### config.mk
export PLATFORM = sky130hd
export DESIGN_NAME = pacman_motion
export DESIGN_NICKNAME = d
export VERILOG_FILES = /design/src/rtl/pacman_motion.sv
export SDC_FILE = /design/constraint.sdc
export NUM_CORES = 1
export LEC_CHECK = 0
export ABC_AREA = 1
export BUFFER_PORTS_ARGS = -buffer_cell sky130_fd_sc_hd__buf_4
export CAP_MARGIN = 20
export CORE_MARGIN = 1.5
export CORE_UTILIZATION = 45
export DETAILED_ROUTE_END_ITERATION = 6
export GPL_ROUTABILITY_DRIVEN = 0
export PLACE_DENSITY_LB_ADDON = 0.12
export SYNTH_ARGS = -nofsm -noshare
export SYNTH_HDL_FRONTEND = slang
export SYNTH_SLANG_ARGS = --single-unit
### constraint.sdc
create_clock -name Clk -period 11.1 [get_ports Clk]
set_input_delay 0 -clock Clk [delete_from_list [all_inputs] [get_ports Clk]]
set_output_delay 0 -clock Clk [all_outputs]
set_load 0.1 [all_outputs]
### src/rtl/pacman_motion.sv
// pacman_motion: tile-grid sprite motion with a four-neighbour wall lookup.
// Ports: Clk/Reset (async, active-high); frame_tick + direction request one
//   pixel step; pacman_x/pacman_y give the registered position;
//   adjacent_walls/walls_valid report the walls around the current tile;
//   wall_rd/wall_addr/wall_data form the wall-map read port, with data one
//   cycle after the strobe.
// Optional feature: define TUNNEL_WRAP_EN to wrap columns across the maze
//   edge (rows never wrap).
module pacman_motion #(
    parameter int START_X   = 208,
    parameter int START_Y   = 368,
    parameter int MAZE_COLS = 28,
    parameter int MAZE_ROWS = 31
) (
    input  logic       Clk,
    input  logic       Reset,
    input  logic       frame_tick,
    input  logic [2:0] direction,
    output logic [9:0] pacman_x,
    output logic [9:0] pacman_y,
    output logic [3:0] adjacent_walls,
    output logic       walls_valid,
    output logic       wall_rd,
    output logic [9:0] wall_addr,
    input  logic       wall_data
);

    localparam logic [3:0] IDLE = 4'd0;
    localparam logic [3:0] RQ_U = 4'd1;
    localparam logic [3:0] CP_U = 4'd2;
    localparam logic [3:0] RQ_R = 4'd3;
    localparam logic [3:0] CP_R = 4'd4;
    localparam logic [3:0] RQ_D = 4'd5;
    localparam logic [3:0] CP_D = 4'd6;
    localparam logic [3:0] RQ_L = 4'd7;
    localparam logic [3:0] CP_L = 4'd8;

`ifdef TUNNEL_WRAP_EN
    localparam logic [9:0] LAST_X = 10'((MAZE_COLS - 1) * 16);
`endif

    logic [3:0] state;
    logic [3:0] state_nx;
    logic       start;
    logic       pending;
    logic [2:0] shadow;

    logic [1:0] ld;
    logic       is_rq;
    logic       is_cp;

    // Lookup sequencer: each request phase is followed by its capture phase.
    always_comb begin
        state_nx = state;
        ld       = 2'd0;
        is_rq    = 1'b0;
        is_cp    = 1'b0;
        unique case (state)
            IDLE: state_nx = start ? RQ_U : IDLE;
            RQ_U: begin is_rq = 1'b1; ld = 2'd0; state_nx = CP_U; end
            CP_U: begin is_cp = 1'b1; ld = 2'd0; state_nx = RQ_R; end
            RQ_R: begin is_rq = 1'b1; ld = 2'd1; state_nx = CP_R; end
            CP_R: begin is_cp = 1'b1; ld = 2'd1; state_nx = RQ_D; end
            RQ_D: begin is_rq = 1'b1; ld = 2'd2; state_nx = CP_D; end
            CP_D: begin is_cp = 1'b1; ld = 2'd2; state_nx = RQ_L; end
            RQ_L: begin is_rq = 1'b1; ld = 2'd3; state_nx = CP_L; end
            CP_L: begin is_cp = 1'b1; ld = 2'd3; state_nx = IDLE; end
            default: state_nx = IDLE;
        endcase
    end

    // Neighbour tile; position is frozen for the whole lookup, so the
    // request and capture phases of one direction see the same neighbour.
    // Underflow of 0-1 yields 7'h7F, which falls outside the maze.
    logic [6:0] col;
    logic [6:0] row;
    logic [6:0] nc;
    logic [6:0] nr;
    logic       in_range;
    logic       cap;

    assign col = {1'b0, pacman_x[9:4]};
    assign row = {1'b0, pacman_y[9:4]};

    always_comb begin
        nc = col;
        nr = row;
        unique case (ld)
            2'd0:    nr = row - 7'd1;
            2'd1:    nc = col + 7'd1;
            2'd2:    nr = row + 7'd1;
            default: nc = col - 7'd1;
        endcase
`ifdef TUNNEL_WRAP_EN
        if (nc == 7'h7F)
            nc = 7'(MAZE_COLS - 1);
        else if (nc == 7'(MAZE_COLS))
            nc = 7'd0;
`endif
    end

    assign in_range  = (nr < 7'(MAZE_ROWS)) && (nc < 7'(MAZE_COLS));
    assign wall_rd   = is_rq && in_range;
    assign wall_addr = wall_rd ? 10'(nr) * 10'(MAZE_COLS) + 10'(nc) : 10'd0;
    // Off-maze neighbours read as walls without touching the map.
    assign cap       = in_range ? wall_data : 1'b1;

    // Step logic. A tick is only applied once the lookup of the current
    // tile is finished; until then it parks in the one-deep pending flag.
    logic       aligned;
    logic       free;
    logic       apply;
    logic       blocked;
    logic       move;
    logic       commit;
    logic [9:0] nx;
    logic [9:0] ny;

    assign aligned = (pacman_x[3:0] == 4'd0) && (pacman_y[3:0] == 4'd0);
    assign free    = (state == IDLE) && !start;
    assign apply   = free && (frame_tick || pending);
    assign blocked = aligned && walls_valid && adjacent_walls[direction[1:0]];
    assign move    = apply && direction[2] && !blocked;

    always_comb begin
        nx = pacman_x;
        ny = pacman_y;
        unique case (direction[1:0])
            2'd0: ny = pacman_y - 10'd1;
            2'd1: begin
                nx = pacman_x + 10'd1;
`ifdef TUNNEL_WRAP_EN
                if (pacman_x == LAST_X)
                    nx = 10'd0;
`endif
            end
            2'd2: ny = pacman_y + 10'd1;
            default: begin
                nx = pacman_x - 10'd1;
`ifdef TUNNEL_WRAP_EN
                if (pacman_x == 10'd0)
                    nx = LAST_X;
`endif
            end
        endcase
    end

    assign commit = move && (nx[3:0] == 4'd0) && (ny[3:0] == 4'd0);

    always_ff @(posedge Clk or posedge Reset) begin
        if (Reset) begin
            state          <= IDLE;
            start          <= 1'b1;
            pending        <= 1'b0;
            pacman_x       <= 10'(START_X);
            pacman_y       <= 10'(START_Y);
            shadow         <= 3'b111;
            adjacent_walls <= 4'b1111;
            walls_valid    <= 1'b0;
        end else begin
            state <= state_nx;

            if ((state == IDLE) && start)
                start <= 1'b0;
            else if (commit)
                start <= 1'b1;

            if (free)
                pending <= 1'b0;
            else if (frame_tick)
                pending <= 1'b1;

            if (move) begin
                pacman_x <= nx;
                pacman_y <= ny;
            end

            if (commit)
                walls_valid <= 1'b0;
            else if (state == CP_L)
                walls_valid <= 1'b1;

            // Left is captured last, so all four bits publish together.
            if (is_cp) begin
                unique case (ld)
                    2'd0:    shadow[0] <= cap;
                    2'd1:    shadow[1] <= cap;
                    2'd2:    shadow[2] <= cap;
                    default: adjacent_walls <= {cap, shadow};
                endcase
            end
        end
    end

endmodule

* Word-level counts from Yosys, hierarchy flattened
Cells that the tools add are included.
Word-level totals: output and inout port bits 36, bits in registers 34
Cells by class: reduce and logical (&&, ||, !) cells 40, bitwise operators 2, eq/ne operators 12, $add $sub $neg 9, order comparisons 3, mux-type cells 19, $mul 1
Operators by type and width (number):
- 10-bit one-hot mux with 2 select lines | 2
- 4-bit one-hot mux with 8 select lines | 1
- 7-bit one-hot mux with 2 select lines | 2
- 10-bit by 1-bit adder with 10-bit output, second input constant | 2
- 4-bit zero test | 5
- 10-bit by 1-bit subtractor with 10-bit output, second input constant | 2
- 4-bit by 3-bit == test with 1-bit output, second input constant | 4
- 6-bit by 1-bit adder with 7-bit output, second input constant | 2
- 7-bit by 5-bit < comparator with 1-bit output, second input constant | 2
- 6-bit by 1-bit subtractor with 7-bit output, second input constant | 2
- 1-bit logical AND | 12
- 2-bit AND reduction | 6
- 1-bit 2-to-1 mux | 11
- 10-bit by 7-bit adder with 10-bit output | 1
- 10-bit 2-to-1 mux | 1
- 2-bit OR reduction | 5
- 4-bit by 2-bit == test with 1-bit output, second input constant | 2
- 7-bit by 3-bit multiplier with 8-bit output, second input constant | 1
- 2-bit nonzero test | 4
- 4-bit OR reduction | 2
- 2-bit one-hot mux with 3 select lines | 1
- 2-bit by 1-bit == test with 1-bit output, second input constant | 2
- 2-bit == test, second input constant | 2
- 4-bit by 1-bit == test with 1-bit output, second input constant | 1
- other kinds (8) | 11

* Logic depth before layout (Yosys ltp)
depth after elaboration 10, mapped depth 24, gate-level depth less buffers 24

* Worst setup path before layout
Ideal clock, no wire load.
path kind register to output, start register pacman_y[4], end output port wall_addr[9], stages on the path, launching flop included 15, data arrival time 5.445 ns, path slack 5.655 ns, required time 11.100 ns, path through dfstp_2 inv_1 fa_1 o21ai_0 fa_1 ha_1 fa_1 xor2_1 ha_1 nand2_1 nand2_1 nand2_1 or2_2 xor2_1 nor2_1
Between the ends: longest elaborated chain between the ends 6, elaborated cells on any way between the ends 9
RTL lines:
- from (decl) | line 20 | output logic [9:0] pacman_y,
- from (signal assigned) | line 156 | pacman_y <= 10'(START_Y);
- from (signal assigned) | line 175 | pacman_y <= ny;
- 6-bit by 1-bit adder with 7-bit output or 6-bit by 1-bit subtractor with 7-bit output (tied branches) | line 91, 89
- 7-bit one-hot mux with 2 select lines * | line 88 | unique case (ld)
- parallel branches: the longest is 3 deep, another holds 10-bit by 7-bit adder with 10-bit output
- 10-bit 2-to-1 mux * | line 104 | assign wall_addr = wall_rd ? 10'(nr) * 10'(MAZE_COLS) + 10'(nc) : 10'd0;
- to (decl) | line 24 | output logic [9:0] wall_addr,
Every way passes the cells marked *.

* Final worst setup path
start register state[0], end output port wall_addr[9]
Between the ends: longest elaborated chain between the ends 10, elaborated cells on any way between the ends 26
RTL lines:
- from (decl) | line 42 | logic [3:0] state;
- from (signal assigned) | line 161 | state <= state_nx;
- parallel branches: the longest is 9 deep, another holds 10-bit by 7-bit adder with 10-bit output
- 10-bit 2-to-1 mux * | line 104
Marks and branches as above.

==> metrics.txt <==
Area Growth Syn to Fin 15.37%; Port Buf Inserts 42; gr usage total 19.69%; number of global-route vias before repair 3117; data required time of the critical path 11.10 ns; die area 8616 µm²; initial DRC count 129; Post-DP HPWL 6218 µm; htree depth 2; Layout Skew 0.007010 ns; Die Height 92.83 µm; WL final 7792 µm; # Max-Cap Violations 0; cell row count 32; via/cell ratio 5.046; Worst setup SP type flip-flop; share of cells above drive strength 1 17.95%; Yosys reg bits 34; number of synthesized flops with an enable pin 0; Top FF cell, synth dfrtp_1; clock tree from TritonCTS done; CP arrival 5.13 ns; first-pass GRT wire length 13850 µm; antenna cells 0; remaining global-route overflow 0; Seq/Total Area, Yosys 23.95%; worst-margin pin slew 0.6598 ns; initial antenna violation count 0; drt pass-1 iters 4; die width 92.83 µm; CORE AREA 7767 µm²; setup violators final 0; crit path capture type output port; post_cts resized 0; relative max-transition margin 55.55%; commonest non-fill, non-tap cell in the layout nand2_1; Hold WS 0.07557 ns; Post-Syn Area 3631 µm²; RSZ-0062 raised after global routing no; Placed Instances 638; Setup TNS 0 ns; CTS buffer count 5; Ports 43; net count after synthesis 558; Starting Density 46.75%; Final Cycle Share 46.23%; Pins Over Slew Limit 0; commonest non-fill, non-tap cells in the layout nand2_1, inv_1, ha_1, buf_4, o21ai_0; clk root buf clkbuf_8; post-route minimum period 5.132 ns; Post-CTS Setup Repair Bufs 0; clk sink count 34; Max FO, Critical Path 8; post-synth cell types 38; Vias 3270; outcome completed; # nets final 605; post-route insts no fill 648; fmax 194.9 MHz; Post-Synthesis Cells 498; synth warn 0; DRC 0; Placement Cell Area 4053 µm²; post-synth top area cell ha_1; mean post-synth cell area 7.291 µm²; CTS max path bufs 2; Final Instance Area 4189 µm²; ANT nets after route 0; Clock Latency Late Sink 0.29 ns; largest cells by area after synthesis ha_1, nand2_1, dfrtp_1; largest net degree at the start of global routing 35; FFs w/ async S/R, synth 100.0%; WS Path Type reg2out; hold violation total from the final report 0; Hold WC Path Type in2reg; Synth top area share 14.82%; drt wl/cell 12.02 µm; Clock transition at path regs 0.07 ns
==> registers in the layout (all words and copies together) (netlist names) <==
name	count
adjacent_walls	4
pacman_x	10
pacman_y	10
pending	1
shadow	3
start	1
state	4
walls_valid	1
==> cells in the mapped netlist, types with 11 or more instances <==
master   count
nand3_1     24
a21oi_1     27
dfrtp_1     19
xor2_1      22
o21ai_0     29
dfstp_2     15
inv_1       58
nand2_1    140
nor2_1      26
nand4_1     11
ha_1        43
==> layer usage <==
layer / GRT usage [%] / part of all wire, % / vias up
met1: 25.37 / 48 / 1497
li1: - / - / 1718
met4: 3.409 / 0.73 / 0
met5: 0 / 0 / -
met3: 2.956 / 3.2 / 6
met2: 35.04 / 48 / 49
==> kinds of logic (layout without fill, tap and decap cells) <==
kind of cell,Yosys count,after routing,synth area share [%]
mux,1,1,0.2757
simple gates,238,238,29.46
compound gates,71,71,10.85
buf+inv,69,117,7.409
flops,34,34,23.95
fa+ha+maj,53,53,20.33
xor+xnor,32,32,7.719
==> what timing repair did <==
item                       CTS  global route
setup endpoints to repair    0             0
hold endpoints to repair    20             0
hold buffers                 2             0
==> per-stage QoR <==
stage               setup WS [ns]  util (%)
finish                      5.968     53.93
global route                5.538     53.93
CTS                         5.949     53.93
detailed placement          6.278     52.17
global placement            6.406     52.17
floorplan                   5.655         -
==> cell type report <==
| cell class | count | area (µm²) |
|---|---|---|
| clock inverters | 1 | 30.03 |
| fillers | 789 | 3578 |
| flip-flops and latches | 34 | 869.6 |
| well taps | 102 | 127.6 |
| clock buffers | 7 | 86.33 |
| inverters | 64 | 240.2 |
| multi-input cells | 395 | 2492 |
| repair buffers | 45 | 342.8 |
==> worst paths after layout <==
| kind | startpoint | slack (ns) | cells past startpoint | endpoint |
|---|---|---|---|---|
| max in group asynchronous | Reset | 10.39 | 4 | shadow[0] |
| max reg2reg | state[0] | 7.32 | 19 | adjacent_walls[3] |
| min | direction[0] | 0.08 | 3 | pacman_x[9] |
| min in group asynchronous | Reset | 0.37 | 4 | pacman_x[5] |
| max | state[0] | 5.97 | 19 | wall_addr[9] |
| min reg2reg | shadow[0] | 0.46 | 2 | adjacent_walls[0] |
==> critical path, cell delays in order, from the launching register on <==
cell and delay [ns]:
dfrtp_1 0.41, inv_1 0.11, nand2_1 0.12, a21oi_1 0.19, nand2_1 0.22, inv_1 0.14
fa_1 0.41, o21ai_0 0.55, fa_1 0.51, ha_1 0.21, fa_1 0.40, xor2_1 0.18
ha_1 0.33, nand2_1 0.08, nand2_1 0.06, nand2_1 0.05, or2_2 0.28, xor2_1 0.16
nor2_1 0.10, buf_4 0.31
Power is not shown: default switching activity piles up to over one toggle a cycle in this logic, so the estimate is an artifact.
